===== config.mk =====
export PLATFORM = sky130hd
export DESIGN_NAME = vga_timing_rx
export DESIGN_NICKNAME = d
export VERILOG_FILES = /design/src/rtl/vga_timing_rx.sv
export SDC_FILE = /design/constraint.sdc
export NUM_CORES = 1
export LEC_CHECK = 0
export BUFFER_PORTS_ARGS = -buffer_cell sky130_fd_sc_hd__buf_4
export CORE_MARGIN = 10
export CORE_UTILIZATION = 36
export CTS_CLUSTER_SIZE = 28
export DETAILED_ROUTE_END_ITERATION = 6
export HOLD_SLACK_MARGIN = 0.03
export PLACE_DENSITY = 0.6
export SLEW_MARGIN = 20
export SYNTH_ARGS = -nofsm -noshare
export SYNTH_HDL_FRONTEND = slang
export SYNTH_SLANG_ARGS = --single-unit
export TNS_END_PERCENT = 20

===== constraint.sdc =====
create_clock -name clk -period 5.7 [get_ports clk]
set_clock_uncertainty 0.1 [all_clocks]
set_input_delay 0.285 -clock clk [delete_from_list [all_inputs] [get_ports clk]]
set_output_delay 0.285 -clock clk [all_outputs]
set_load 0.005 [all_outputs]

===== src/rtl/vga_timing_rx.sv =====
// vga_timing_rx: receive-side VGA timing recovery. It samples the active-low
// HSYNC/VSYNC lines and 12-bit RGB on pix_ce, measures line and frame totals,
// locks after two identical frames, and emits pixel coordinates with the
// registered colour.
// Optional build macro VGA_RX_CHECKSUM_EN enables the per-frame RGB checksum
// on frame_sum. Without it, frame_sum is tied to zero.
module vga_timing_rx #(
  parameter int unsigned H_ACTIVE = 640,
  parameter int unsigned V_ACTIVE = 480,
  parameter int unsigned H_BP     = 48,
  parameter int unsigned V_BP     = 33
) (
  input  logic        clk,
  input  logic        rst,
  input  logic        pix_ce,
  input  logic        vga_hs,
  input  logic        vga_vs,
  input  logic [11:0] vga_rgb,
  output logic        pix_valid,
  output logic [9:0]  pix_x,
  output logic [9:0]  pix_y,
  output logic [11:0] pix_rgb,
  output logic        frame_start,
  output logic [11:0] h_total,
  output logic [10:0] v_total,
  output logic        locked,
  output logic        lock_lost,
  output logic [15:0] frame_sum
);

  localparam logic [11:0] H_LO = 12'(H_BP);
  localparam logic [11:0] H_HI = 12'(H_BP + H_ACTIVE);
  localparam logic [10:0] V_LO = 11'(V_BP);
  localparam logic [10:0] V_HI = 11'(V_BP + V_ACTIVE);

  typedef enum logic [1:0] {HUNT, CHECK, LOCK} state_t;

  logic [1:0]  hs_sync_q, vs_sync_q;
  logic [11:0] rgb_s1_q, rgb_s2_q;
  logic        smp_v_q, hs_smp_q, hs_prv_q, vs_smp_q, vs_prv_q;
  logic [11:0] rgb_smp_q;
  logic [11:0] hpos_q, hpos_d, h_meas, ref_h_q;
  logic [10:0] vline_q, vline_d, v_meas, vprev_q;
  logic        vs_rose_q, bad_q;
  logic        hs_rise, vs_rise, vs_pend, frame_edge, active, sat;
  state_t      state_q;

  // Two-flop synchronizers on every input pin, running every clk.
  always_ff @(posedge clk) begin
    if (rst) begin
      hs_sync_q <= '0;
      vs_sync_q <= '0;
      rgb_s1_q  <= '0;
      rgb_s2_q  <= '0;
    end else begin
      hs_sync_q <= {hs_sync_q[0], vga_hs};
      vs_sync_q <= {vs_sync_q[0], vga_vs};
      rgb_s1_q  <= vga_rgb;
      rgb_s2_q  <= rgb_s1_q;
    end
  end

  // Sample stage: capture the synchronized inputs on pix_ce and keep the previous sample for edge detection.
  always_ff @(posedge clk) begin
    if (rst) begin
      smp_v_q   <= 1'b0;
      hs_smp_q  <= 1'b0;
      hs_prv_q  <= 1'b0;
      vs_smp_q  <= 1'b0;
      vs_prv_q  <= 1'b0;
      rgb_smp_q <= '0;
    end else begin
      smp_v_q <= pix_ce;
      if (pix_ce) begin
        hs_smp_q  <= hs_sync_q[1];
        hs_prv_q  <= hs_smp_q;
        vs_smp_q  <= vs_sync_q[1];
        vs_prv_q  <= vs_smp_q;
        rgb_smp_q <= rgb_s2_q;
      end
    end
  end

  assign hs_rise    = smp_v_q & hs_smp_q & ~hs_prv_q;
  assign vs_rise    = smp_v_q & vs_smp_q & ~vs_prv_q;
  // A VS rise on this sample counts before a coincident HS rise.
  assign vs_pend    = vs_rose_q | vs_rise;
  assign frame_edge = hs_rise & vs_pend;
  assign h_meas     = hpos_q + 12'd1;
  assign v_meas     = vline_q;

  // Next position counters for the current sample and the active-window decode.
  always_comb begin
    hpos_d  = hpos_q;
    vline_d = vline_q;
    if (smp_v_q) begin
      if (hs_rise)
        hpos_d = '0;
      else if (hpos_q != '1)
        hpos_d = hpos_q + 12'd1;
      if (hs_rise) begin
        if (vs_pend)
          vline_d = 11'd1;
        else if (vline_q != '1)
          vline_d = vline_q + 11'd1;
      end
    end
    active = (state_q == LOCK) && (hpos_d >= H_LO) && (hpos_d < H_HI) &&
             (vline_d >= V_LO) && (vline_d < V_HI);
    sat    = smp_v_q && ((hpos_d == '1) || (vline_d == '1));
  end

  // Position counters and line/frame total measurements.
  always_ff @(posedge clk) begin
    if (rst) begin
      hpos_q    <= '0;
      vline_q   <= '0;
      vs_rose_q <= 1'b0;
      h_total   <= '0;
      v_total   <= '0;
    end else if (smp_v_q) begin
      hpos_q    <= hpos_d;
      vline_q   <= vline_d;
      vs_rose_q <= vs_pend & ~frame_edge;
      if (hs_rise)
        h_total <= h_meas;
      if (frame_edge)
        v_total <= v_meas;
    end
  end

  // Lock FSM. A frame is judged on the HS rise that consumes the VS rise,
  // because that is the point at which the frame's line count is known.
  always_ff @(posedge clk) begin
    if (rst) begin
      state_q   <= HUNT;
      ref_h_q   <= '0;
      vprev_q   <= '0;
      bad_q     <= 1'b0;
      locked    <= 1'b0;
      lock_lost <= 1'b0;
    end else begin
      lock_lost <= 1'b0;
      case (state_q)
        HUNT: begin
          if (frame_edge) begin
            state_q <= CHECK;
            ref_h_q <= h_meas;
            vprev_q <= v_meas;
            bad_q   <= 1'b0;
          end
        end
        CHECK: begin
          if (frame_edge) begin
            if (!bad_q && (h_meas == ref_h_q) && (v_meas == vprev_q) &&
                (ref_h_q >= H_HI) && (v_meas >= V_HI)) begin
              state_q <= LOCK;
              locked  <= 1'b1;
            end else begin
              ref_h_q <= h_meas;
              vprev_q <= v_meas;
              bad_q   <= 1'b0;
            end
          end else if ((hs_rise && (h_meas != ref_h_q)) || sat) begin
            bad_q <= 1'b1;
          end
        end
        LOCK: begin
          if ((hs_rise && (h_meas != ref_h_q)) ||
              (frame_edge && (v_meas != vprev_q)) || sat) begin
            state_q   <= HUNT;
            locked    <= 1'b0;
            lock_lost <= 1'b1;
          end
        end
        default: begin
          state_q <= HUNT;
          locked  <= 1'b0;
        end
      endcase
    end
  end

  // Registered pixel outputs; coordinates and colour hold between active samples.
  always_ff @(posedge clk) begin
    if (rst) begin
      pix_valid   <= 1'b0;
      pix_x       <= '0;
      pix_y       <= '0;
      pix_rgb     <= '0;
      frame_start <= 1'b0;
    end else begin
      pix_valid   <= smp_v_q & active;
      frame_start <= vs_rise;
      if (smp_v_q && active) begin
        pix_x   <= 10'(hpos_d - H_LO);
        pix_y   <= 10'(vline_d - V_LO);
        pix_rgb <= rgb_smp_q;
      end
    end
  end

`ifdef VGA_RX_CHECKSUM_EN
  logic [15:0] acc_q;

  // Frame checksum: sum of emitted pixel colours, latched and cleared at frame_start.
  always_ff @(posedge clk) begin
    if (rst) begin
      acc_q     <= '0;
      frame_sum <= '0;
    end else if (frame_start) begin
      frame_sum <= acc_q;
      acc_q     <= pix_valid ? {4'b0, pix_rgb} : '0;
    end else if (pix_valid) begin
      acc_q <= acc_q + {4'b0, pix_rgb};
    end
  end
`else
  assign frame_sum = '0;
`endif

endmodule


**Word level (Yosys, flattened, before mapping)**

Cells that the tools add are included.

- Bits in registers: 154
- Logic and storage cells: 122

- Add/subtract/negate cells: 4
- Order comparisons: 6
- Eq/ne operators: 17
- Mux-type cells: 30
- Bitwise logic cells: 13
- Reductions and logical operators: 26

Operators by type and width:

| operator | count |
|---|---|
| two-way mux 11 bit | 7 |
| two-way mux 12 bit | 6 |
| one-hot mux 12 bit (2 select lines) | 1 |
| one-hot mux 11 bit (2 select lines) | 1 |
| subtractor 10 x 6 -> 10 bit, second input constant | 2 |
| AND reduction 4 bit | 4 |
| adder 12 x 1 -> 12 bit, second input constant | 1 |
| == test 12 bit | 1 |
| == test 12 bit, second input constant | 1 |
| greater-or-equal comparator 12 x 10 -> 1 bit, second input constant | 1 |
| greater-or-equal comparator 12 x 6 -> 1 bit, second input constant | 1 |
| logical AND 1 bit | 12 |
| less-than comparator 12 x 10 -> 1 bit, second input constant | 1 |
| inequality test 12 bit | 1 |
| inequality test 12 bit, second input constant | 1 |
| adder 11 x 1 -> 11 bit, second input constant | 1 |
| == test 11 bit | 1 |
| == test 11 bit, second input constant | 1 |
| greater-or-equal comparator 11 x 10 -> 1 bit, second input constant | 1 |
| greater-or-equal comparator 11 x 6 -> 1 bit, second input constant | 1 |
| less-than comparator 11 x 10 -> 1 bit, second input constant | 1 |
| inequality test 11 bit | 1 |
| inequality test 11 bit, second input constant | 1 |
| two-way mux 1 bit | 8 |
| other kinds (18) | 39 |

**Longest topological paths before layout**

Gate-level depths: netlist of run 1.

- Depth in word-level cells: 13
- Depth in mapped cells: 16

**Worst setup path after synthesis of run 1**

No wires, ideal clock.

- Path type: register to register
- Start: reg hpos_q[1]
- End: reg pix_rgb[10]
- Arrival time: 3.097 ns
- Slack: 2.432 ns
- Stages on the path, launching flop included: 16
- Path buffers: 4
- Clock period less this slack: 3.268 ns
- Cells stage by stage: dfxtp_1 > ha_1 > buf_6 > and3_1 > clkbuf_1 > a311oi_1 > a21oi_1 > nor2_1 > ha_1 > nor2_1 > o2111ai_1 > or3_1 > buf_2 > clkbuf_1 > o21ai_0 > a21oi_1

- Cells in the longest elaborated chain, start to end: 10
- Elaborated cells on any way between the ends: 12
- Classes of those cells: 1 x add/sub; 2 x order compare; 1 x eq/ne; 3 x mux; 5 x reduce/logical

Ends and longest elaborated chain:

| what | RTL line | RTL |
|---|---|---|
| from (decl) | 42 | `logic [11:0] hpos_q, hpos_d, h_meas, ref_h_q;` |
| from (signal assigned) | 122 | `hpos_q <= hpos_d;` |
| adder 12 x 1 -> 12 bit / inequality test 12 bit (equally long branches) | 100, 99 |  |
| two-way mux 12 bit * | 99 | `else if (hpos_q != '1)` |
| two-way mux 12 bit * | 97 | `if (hs_rise)` |
| two-way mux 12 bit * | 96 | `if (smp_v_q) begin` |
| net hpos_d[4] | 42 |  |
| greater-or-equal comparator 12 x 6 -> 1 bit | 108 | `active = (state_q == LOCK) && (hpos_d >= H_LO) && (hpos_d < H_HI) &&` |
| logical AND 1 bit | 108 |  |
| logical AND 1 bit * (2 in series) | 108 |  |
| logical AND 1 bit * | 109 | `(vline_d >= V_LO) && (vline_d < V_HI);` |
| logical AND 1 bit * | 195 | `if (smp_v_q && active) begin` |
| to (signal assigned) | 198 | `pix_rgb <= rgb_smp_q;` |
| to (decl) | 22 | `output logic [11:0] pix_rgb,` |

The timed path passes the listed nets; every way through them passes the cells marked *.
A chain may end at the register's enable or synchronous reset.

**Worst setup path in the final report of run 1**

- Start: reg smp_v_q
- End: reg pix_y[4]

- Cells in the longest elaborated chain, start to end: 10
- Elaborated cells on any way between the ends: 20
- Classes of those cells: 1 x add/sub; 4 x order compare; 5 x mux; 5 x bitwise; 5 x reduce/logical

Ends and longest elaborated chain:

| what | RTL line | RTL |
|---|---|---|
| from (decl) | 40 | `logic smp_v_q, hs_smp_q, hs_prv_q, vs_smp_q, vs_prv_q;` |
| from (signal assigned) | 73 | `smp_v_q <= pix_ce;` |
| AND 1 bit, on equally long branches (2 in series) | 85, 84 |  |
| bitwise OR 1 bit / two-way mux 12 bit (equally long branches) | 87, 97 |  |
| two-way mux 11 bit / two-way mux 12 bit (equally long branches) | 102, 96 |  |
| two-way mux 11 bit / greater-or-equal comparator 12 x 6 -> 1 bit (equally long branches) | 101, 108 |  |
| two-way mux 11 bit / logical AND 1 bit (equally long branches) | 96, 108 |  |
| greater-or-equal comparator 11 x 6 -> 1 bit / logical AND 1 bit (equally long branches) | 109, 108 |  |
| logical AND 1 bit | 108 |  |
| logical AND 1 bit | 109 |  |
| logical AND 1 bit | 195 |  |
| to (signal assigned) | 197 | `pix_y <= 10'(vline_d - V_LO);` |
| to (decl) | 21 | `output logic [9:0] pix_y,` |

Several ways; a longest one is shown, not always the timed one.

==> metrics.txt, run 1 <==
CTS clock-pin slew for the worst setup and hold paths 0.07 ns; DP Area 7790 µm²; Die X 162 µm; run status finished, final reports clean; CTS Sinks 154; Iter 0 DRT Violations 451; n_diodes 0; Core Region 19,700 µm²; Tcrit/Tclk final 0.790; max-slew violations 0; Row Count 51; total number of H-tree levels 4; Initial Util 0.369; gr ovfl total 0; crit path capture type flip-flop; post-route cell area 8550 µm²; clk buf depth 2; Worst Path Required 5.94 ns; gate count of the mapped netlist 831; fin nets 895; Die ar. 26,200 µm²; Synth Area per Inst 8.73 µm²; Die H 162 µm; Final WS setup 1.20 ns; global-route wire length before repair 30,300 µm; Setup CP Type flip-flop to flip-flop; crit path launch type flip-flop; Synth Flop Type dfxtp_1; f_max 0.222 GHz; Worst Tran Pin Value 0.984 ns; fin cells 1,149; post-synthesis sequential area ratio 0.425; cell area after synthesis 7260 µm²; first-pass detailed-route iteration total 5; Hold Path Origin pix_ce; routed vias 6,029; CP startpoint smp_v_q; Post-Place Setup Slack 1.21 ns; num ports 92; Ys Warns 0; Final Hold Fails 0; dpl hpwl 12,600 µm; vias in the first global route 5,746; Worst Path Arrival 4.74 ns; number of max-cap violations 0; share of the synthesized area in the top cell type 0.425; clock buffer count from CTS 17; placed cells 1,103; post-synth top area cell dfxtp_1; Netlist cell types 77; Post-synth ARST share 0; Final TNS setup 0 ns; final setup fails 0; Leakage 0.00317 µW; port bufs 75; Worst-Skew Late Latency 0.43 ns; largest net degree at the start of global routing 87; Slew headroom 0.344; Yosys reg bits 154; post-DR wirelength/cell 16.2 µm; Peak supply drop 204 µV; CTS tree yes; Total GRT Usage 0.139; Vias/cell 5.25; # DRC 0; fraction of layout cells with a size suffix above 1 0.152; initial antenna violation count 0; FF-to-FF Start smp_v_q; final wirelength 18,600 µm; Root Driver clkbuf_16; unrepaired setup endpoints after global routing no; post-route minimum period 4.50 ns; GPL Wtd Cong 0.835; Final ANT Viol Nets 0; EDFF count, synth 0; CP max FO 31; CTS-repair resized insts 0; Area contributors post-synth dfxtp_1 (42%), nor2_1 (4.6%), a21oi_1 (4.4%), mux2i_1 (4.0%), a211oi_1 (3.5%); min-delay worst type input pin to flip-flop; Cell Pwr Density 275 nW/µm²; area grow syn2layout 17.8%
## worst max-delay path, stage by stage (launching register included)
cell and delay (ns):
dfxtp_1 0.86, nand3b_1 0.65, nor2_1 0.37, a21oi_1 0.10, o21ai_0 0.22, ha_1 0.24, nor3_1 0.05, a311oi_1 0.59
a211o_1 0.84, a21oi_1 0.14, a211oi_1 0.25
## registers in the layout, indices dropped and copies added (netlist names), 2 cells and up
name and flops:
h_total 12, pix_rgb 12, vs_sync_q 2, rgb_smp_q 12, pix_y 10, state_q 2
ref_h_q 12, rgb_s1_q 12, v_total 11, hs_sync_q 2, vprev_q 11, v_meas 11
pix_x 10, hpos_q 12, rgb_s2_q 12
## metal layers
layer	GRT usage	up-vias	routed length (µm)	part of all wire
met5	0	-	0	0
met4	0.0505	0	284	0.015
met3	0.0359	22	942	0.051
met2	0.225	159	8800	0.47
met1	0.176	2829	8530	0.46
li1	-	3019	-	-
## placed cells by master, fill, tap and decap left out, types with 14 or more instances in the layout
cell / Yosys / layout
nor3_1: 26 / 25
nor2b_1: 32 / 32
nand2_1: 50 / 50
and3_1: 17 / 17
o21ai_0: 33 / 33
dlygate4sd3_1: 0 / 14
a211oi_1: 34 / 34
conb_1: 1 / 16
a21oi_1: 64 / 64
clkbuf_16: 0 / 17
xnor2_1: 26 / 26
mux2i_1: 29 / 29
nor2_1: 89 / 89
dfxtp_1: 154 / 154
buf_4: 24 / 80
nand3_1: 33 / 33
## path summary, 6_finish.rpt
check | slack [ns] | endpoint | depth (start not counted)
max | 1.20 | pix_y[4] | 10
min | 0.18 | smp_v_q | 2
max reg2reg | 1.20 | pix_y[4] | 10
min reg2reg | 0.34 | rgb_s2_q[9] | 1
## stage by stage
step | utilization | power, µW | hold slack, ns
finish | 0.435 | 2350 | 0.183
global route | 0.435 | 2430 | 0.178
CTS | 0.435 | 2370 | 0.162
detailed placement | 0.396 | 1200 | 0.322
global placement | 0.396 | 1200 | 0.316
floorplan | - | 1180 | 0.313
## cells in the mapped netlist (26+ instances only)
cell type	instances
xnor2_1	26
nand3_1	33
dfxtp_1	154
o21ai_0	33
clkbuf_1	37
nor2b_1	32
nand2_1	50
mux2i_1	29
a211oi_1	34
a21oi_1	64
nor3_1	26
nor2_1	89
## power by group
part	internal, µW	switching (µW)
sequential	1090	9.66
clock	642	526
combinational	34.7	44.2
total	1770	580
## area by class of cell
cell class / count / area (µm²)
repair buffers: 94 / 741
inverters: 12 / 45.0
fillers: 1998 / 11100
flip-flops and latches: 154 / 3080
clock inverters: 14 / 175
clock buffers: 18 / 439
multi-input cells: 592 / 3730
well taps: 265 / 332
## cell families (layout without fill, tap and decap cells)
family	count (synthesis)	in the layout	share of synthesized area
and+or+nand+nor	303	303	0.220
AOI/OAI and AO/OA	201	201	0.186
DFF	154	154	0.425
buffers and inverters	100	138	0.0691
xor gates and xnor gates	36	36	0.0472
muxes	29	29	0.0400
adders and majority gates	7	7	0.0121
other	1	16	0.000517
## repair_timing
action                     4_1_cts  5_1_grt
setup endpoints to repair        0        0
setup buffers                    0        0
hold buffers                    14        0
hold endpoints to repair        14        0
No activity file was read; power rests on OpenSTA's default activity.
==> run 2: changes to the inputs <==
- ABC_AREA: not set -> 1
- clock period: 5.7 -> 4.27 ns (I/O delays scaled with it)
==> metrics.txt, run 2 <==
crit path launch type flip-flop; Reg power frac 0.469 (about the same); Switching Power 834 µW (+44%); Post-Place Setup Slack 0.672 ns (-0.540 ns); final wirelength 17,600 µm (-5.2%); max-slew violations 0 (unchanged); Netlist cell types 42 (-45%); # DRC 0 (unchanged); Final Hold Fails 0 (unchanged); Die ar. 25,600 µm² (-2.3%); Final ANT Viol Nets 0 (unchanged); first-pass detailed-route iteration total 5 (unchanged); final setup fails 0 (unchanged); fill cell count 2,014 (+0.80%); Die H 160 µm (-1.2%); Cell Pwr Density 371 nW/µm² (+35%); Worst Path Required 4.53 ns (-1.41 ns); Core Region 19,400 µm² (-1.3%); vias in the first global route 5,828 (+1.4%); area grow syn2layout 20.3%; clock network power share 0.487 (-0.011); Initial Util 0.364 (-0.00514); run status finished, final reports clean; clock buffer count from CTS 17 (unchanged); post-synthesis sequential area ratio 0.437 (+0.0117); commonest non-fill, non-tap cells in the layout nand2_1 (201), nor2_1 (166), dfxtp_1 (154), inv_1 (96), buf_4 (85); Comb pwr share 0.044 (+0.010); CTS clock-pin slew for the worst setup and hold paths 0.07 ns (about the same); Synth Flop Type dfxtp_1; port bufs 75 (unchanged); Max Used Layer met4; Yosys reg bits 154 (unchanged); post-route cell area 8490 µm² (-0.61%); Post-synth ARST share 0 (unchanged); Vias/cell 4.63 (-12%); largest net degree at the start of global routing 90 (+3.4%); commonest cells in the netlist nand2_1 (201), nor2_1 (166), dfxtp_1 (154); min-delay worst type input pin to flip-flop; unrepaired setup endpoints after global routing no; CP max FO 33 (+6.5%); Row Count 51 (unchanged); Final TNS setup 0 ns (unchanged); dpl hpwl 12,300 µm (-2.2%); Slew headroom 0.350 (+0.00568); most instantiated library cell after synthesis nand2_1; total number of H-tree levels 4 (unchanged); EDFF count, synth 0 (unchanged); DP Area 7730 µm² (-0.75%); Worst Path Arrival 3.87 ns (-0.87 ns); M1 wire length 7990 µm (-6.3%); fraction of layout cells with a size suffix above 1 0.143 (-0.00873); Root Driver clkbuf_16; Final WS setup 0.658 ns (-0.539 ns); routed vias 6,179 (+2.5%); Area contributors post-synth dfxtp_1 (44%), nand2_1 (11%), nor2_1 (8.8%), nand3_1 (5.7%), inv_1 (5.1%); initial antenna violation count 0 (unchanged); CTS tree yes; Int Pwr 2320 µW (+31%); fin nets 1,082 (+21%); Leakage 0.00384 µW (+21%); Worst Tran Pin Value 0.976 ns (-0.00852 ns); Die X 160 µm (-1.2%); gate count of the mapped netlist 985 (+19%); Switching Share 0.265 (+0.0176); CTS Sinks 154 (unchanged); Total GRT Usage 0.135 (-0.00422); post-DR wirelength/cell 13.2 µm (-18%); n_diodes 0 (unchanged); post-synth top area cell dfxtp_1; Synth Area per Inst 7.17 µm² (-18%); Iter 0 DRT Violations 352 (-22%); f_max 0.277 GHz (+25%); cell area after synthesis 7060 µm² (-2.7%); Ys Warns 0 (unchanged); crit path capture type flip-flop; GPL Wtd Cong 0.901 (+7.9%); number of max-cap violations 0 (unchanged); global-route wire length before repair 28,800 µm (-4.9%); num ports 92 (unchanged); share of the synthesized area in the top cell type 0.437 (+0.0117); Setup CP Type flip-flop to flip-flop; commonest non-fill, non-tap cell in the layout nand2_1; WL met3 670 µm (-29%); Tcrit/Tclk final 0.846 (+0.0559); post-route minimum period 3.61 ns (-0.891 ns); Worst-Skew Late Latency 0.43 ns (about the same); WL met2 8720 µm (-0.97%); clk buf depth 2 (unchanged); gr ovfl total 0 (unchanged); postcts setup bufs 0 (unchanged); Peak supply drop 280 µV (+37%)
-- run 2: kinds of logic (layout without fill, tap and decap cells) --
logic type,count (synthesis),count (layout),synth area share
XOR/XNOR,21,21,0.0260
flip-flops,154,154,0.437
AO/OA/AOI/OAI,142,142,0.112
buffers and inverters,165,236,0.106
AND/OR/NAND/NOR,495,495,0.306
adder cells (fa/ha/maj),7,7,0.0124
other,1,16,0.000531
-- run 2: path summary, 6_finish.rpt --
kind / from / end / slack [ns] / depth (start not counted)
max: hpos_q[0] / pix_rgb[5] / 0.66 / 17
min: pix_ce / rgb_smp_q[11] / 0.08 / 3
max reg2reg: hpos_q[0] / pix_rgb[5] / 0.66 / 17
min reg2reg: rgb_s1_q[10] / rgb_s2_q[10] / 0.30 / 2
-- run 2: worst max-delay path: stages (launching register included) --
cell     delay (ns)
dfxtp_1        0.48
ha_1           0.26
nand2_1        0.14
nor2_2         0.17
nand3_1        0.31
nand2_1        0.21
nand2_1        0.08
o22ai_1        0.21
ha_1           0.25
nor2_1         0.08
nand2_2        0.07
nand2_1        0.05
nand3_1        0.07
nand2_1        0.08
a21oi_4        0.28
buf_4          0.39
nand3_1        0.13
a21oi_1        0.16
-- run 2: timing repair --
item | CTS | global route
hold buffers | 14 | 0
endpoints found under the setup margin | 0 | 0
hold endpoints to repair | 14 | 0
gates resized for setup | 0 | 0
-- run 2: metrics by stage --
stage	power, µW	hold slack, ns	std cells	utilization
finish	3150	0.0774	1336	0.438
global route	3270	0.0992	1336	0.438
CTS	3190	0.0556	1336	0.438
detailed placement	1640	0.293	1290	0.399
global placement	1640	0.290	1290	0.399
floorplan	1610	0.220	1000	-
-- run 2: final cells by class --
class	instances	area (µm²)	area share
clock buffer	17	425	0.0501
clock inverter	15	195	0.0230
inverter	105	395	0.0465
multi-input combinational	681	3290	0.387
sequential	154	3080	0.363
tap	265	332	0.0390
timing repair buffer	99	778	0.0916
-- run 2: layer usage --
layer | vias up | track usage
met5 | - | 0
met4 | 0 | 0.0505
met3 | 13 | 0.0298
met2 | 107 | 0.232
met1 | 2806 | 0.162
li1 | 3253 | -
-- run 2: power groups by stage --
stage / combinational (µW) / sequential [µW] / clock [µW]
detailed placement: 129 / 1510 / 0
floorplan: 101 / 1510 / 0
global route: 158 / 1480 / 1630
finish: 138 / 1480 / 1530
global placement: 128 / 1510 / 0
CTS: 139 / 1480 / 1570
==> run 3: changes to the inputs <==
- PLACE_DENSITY: 0.6 -> 0.62
- clock period: 4.27 -> 3.1 ns (I/O delays scaled with it)
==> metrics.txt, run 3 (same netlist as run 2, synthesis figures left out) <==
dpl hpwl 12,700 µm (+2.8%); n_diodes 0 (unchanged); Die ar. 25,600 µm² (unchanged); # DRC 0 (unchanged); CTS tree yes; R2R Path End pix_x[1]; Peak supply drop 409 µV (+46%); Tcrit/Tclk final 0.931 (+0.0847); vias in the first global route 5,969 (+2.4%); final wirelength 18,100 µm (+2.9%); port bufs 75 (unchanged); Worst-Skew Late Latency 0.43 ns (about the same); Vias/cell 4.66 (+0.86%); CP startpoint hpos_q[0]; routed vias 6,316 (+2.2%); Final Hold Fails 0 (unchanged); Final WS setup 0.215 ns (-0.443 ns); crit path capture type flip-flop; final core occ 0.452 (+0.0143); num ports 92 (unchanged); total number of H-tree levels 4 (unchanged); run status finished, final reports clean; post-route cell area 8770 µm² (+3.3%); Die X 160 µm (unchanged); Worst setup endpoint pix_x[1]; Final ANT Viol Nets 0 (unchanged); area grow syn2layout 24.2%; Iter 0 DRT Violations 392 (+11%); most used cell, CP nand3_1; clk buf depth 2 (unchanged); CTS clock-pin slew for the worst setup and hold paths 0.07 ns (about the same); Die H 160 µm (unchanged); Total GRT Usage 0.136 (+0.000729); global-route wire length before repair 29,000 µm (+0.86%); Row Count 51 (unchanged); largest net degree at the start of global routing 66 (-27%); Cell Pwr Density 496 nW/µm² (+34%); commonest non-fill, non-tap cell in the layout nand2_1; FF-to-FF Start hpos_q[0]; first-pass detailed-route iteration total 5 (unchanged); Initial Util 0.364 (unchanged); Worst Path Arrival 3.15 ns (-0.72 ns); fraction of layout cells with a size suffix above 1 0.167 (+0.0243); CP Cell Sequence buf_4 > nand3_1 > o21ai_0 > nand2_1 > inv_1 > o22ai_2 > ha_2 > nor2_1 > o21ai_0 > nand3_1 > nand2_1 > a21oi_4 > buf_4 > buf_12 > nand3_1 > a21oi_1; DP Area 7830 µm² (+1.3%); Root Driver clkbuf_16; crit path launch type flip-flop; reg2reg setup slack 0.21 ns (-0.44 ns); Leakage 0.00392 µW (+2.3%); post-route minimum period 2.89 ns (-0.727 ns); fin nets 1,100 (+1.7%); min-delay worst type input pin to flip-flop; number of max-cap violations 0 (unchanged); commonest non-fill, non-tap cells in the layout nand2_1 (199), nor2_1 (166), dfxtp_1 (151), inv_1 (95), buf_4 (95); CP max stage cell dfxtp_1; post-DR wirelength/cell 13.4 µm (+1.6%); placed cells 1,300 (+0.78%); slowest cell delay on critical path 0.34 ns (-0.14 ns); fin cells 1,354 (+1.3%); Worst Tran Pin Value 0.626 ns (-0.350 ns); final setup fails 0 (unchanged); CTS Sinks 154 (unchanged); gr ovfl total 0 (unchanged); GPL Wtd Cong 0.865 (-3.9%); Setup CP Type flip-flop to flip-flop; clock buffer count from CTS 17 (unchanged); max-slew violations 0 (unchanged); Core Region 19,400 µm² (unchanged); CP max FO 12 (-64%); Worst Path Required 3.36 ns (-1.17 ns); initial antenna violation count 0 (unchanged); R2R depth 16 (-1); Slew headroom 0.583 (+0.233); Post-Place Setup Slack 0.0267 ns (-0.645 ns); f_max 0.347 GHz (+25%)
## run 3: area by class of cell
| cell class | instances | area (µm²) |
|---|---|---|
| Clock buffer | 17 | 425 |
| Clock inverter | 15 | 195 |
| Fill cell | 2018 | 10600 |
| Inverter | 105 | 399 |
| Multi-Input combinational cell | 682 | 3360 |
| Sequential cell | 154 | 3090 |
| Tap cell | 265 | 332 |
| Timing Repair Buffer | 115 | 968 |
| Timing Repair inverter | 1 | 7.51 |
## run 3: worst min path at each step
stage / start / end / slack [ns] / depth (start not counted)
2_1_floorplan: vga_hs / hs_sync_q[0] / 0.16 / 2
3_3_place_gp: vga_rgb[9] / rgb_s1_q[9] / 0.25 / 3
3_5_place_dp: vga_rgb[5] / rgb_s1_q[5] / 0.26 / 3
4_1_cts: rst / pix_valid / 0.10 / 2
5_1_grt: rst / pix_valid / 0.13 / 2
6_report: rst / pix_valid / 0.10 / 2
## run 3: repair_timing
item | in CTS | in global routing
buffers inserted | 0 | 4
hold buffers | 15 | 0
resized for setup | 0 | 20
endpoints found under the setup margin | 0 | 44
hold endpoints to repair | 29 | 0
## run 3: metal layers
metal,track usage,wire (µm),part of all wire,up-vias
met5,0,0,0,-
met4,0.0455,218,0.012,0
met3,0.0321,717,0.040,18
met2,0.240,9040,0.50,109
met1,0.157,8140,0.45,2890
li1,-,-,-,3299
## run 3: critical path, delay by kind of cell (launching register included)
family	cells	cell delay, ns
and+or+nand+nor	6	0.69
AOI/OAI and AO/OA	5	0.81
adders and majority gates	1	0.21
buffers and inverters	4	0.66
DFF	1	0.34
## run 3: through the flow
stage	hold WS (ns)	TNS [ns]	total power, µW
after CTS	0.104	0	4400
after global placement	0.254	0	2260
after global routing	0.126	-0.0138	4520
after detailed placement	0.263	0	2260
final	0.104	0	4350
after floorplan	0.162	0	2210
## run 3: where the power goes
part	internal, µW	leakage [µW]	total [µW]	switching (µW)
clock	1100	0.000297	2120	1020
sequential	2020	0.00125	2030	18.5
combinational	77.8	0.00237	200	122
total	3200	0.00392	4350	1160
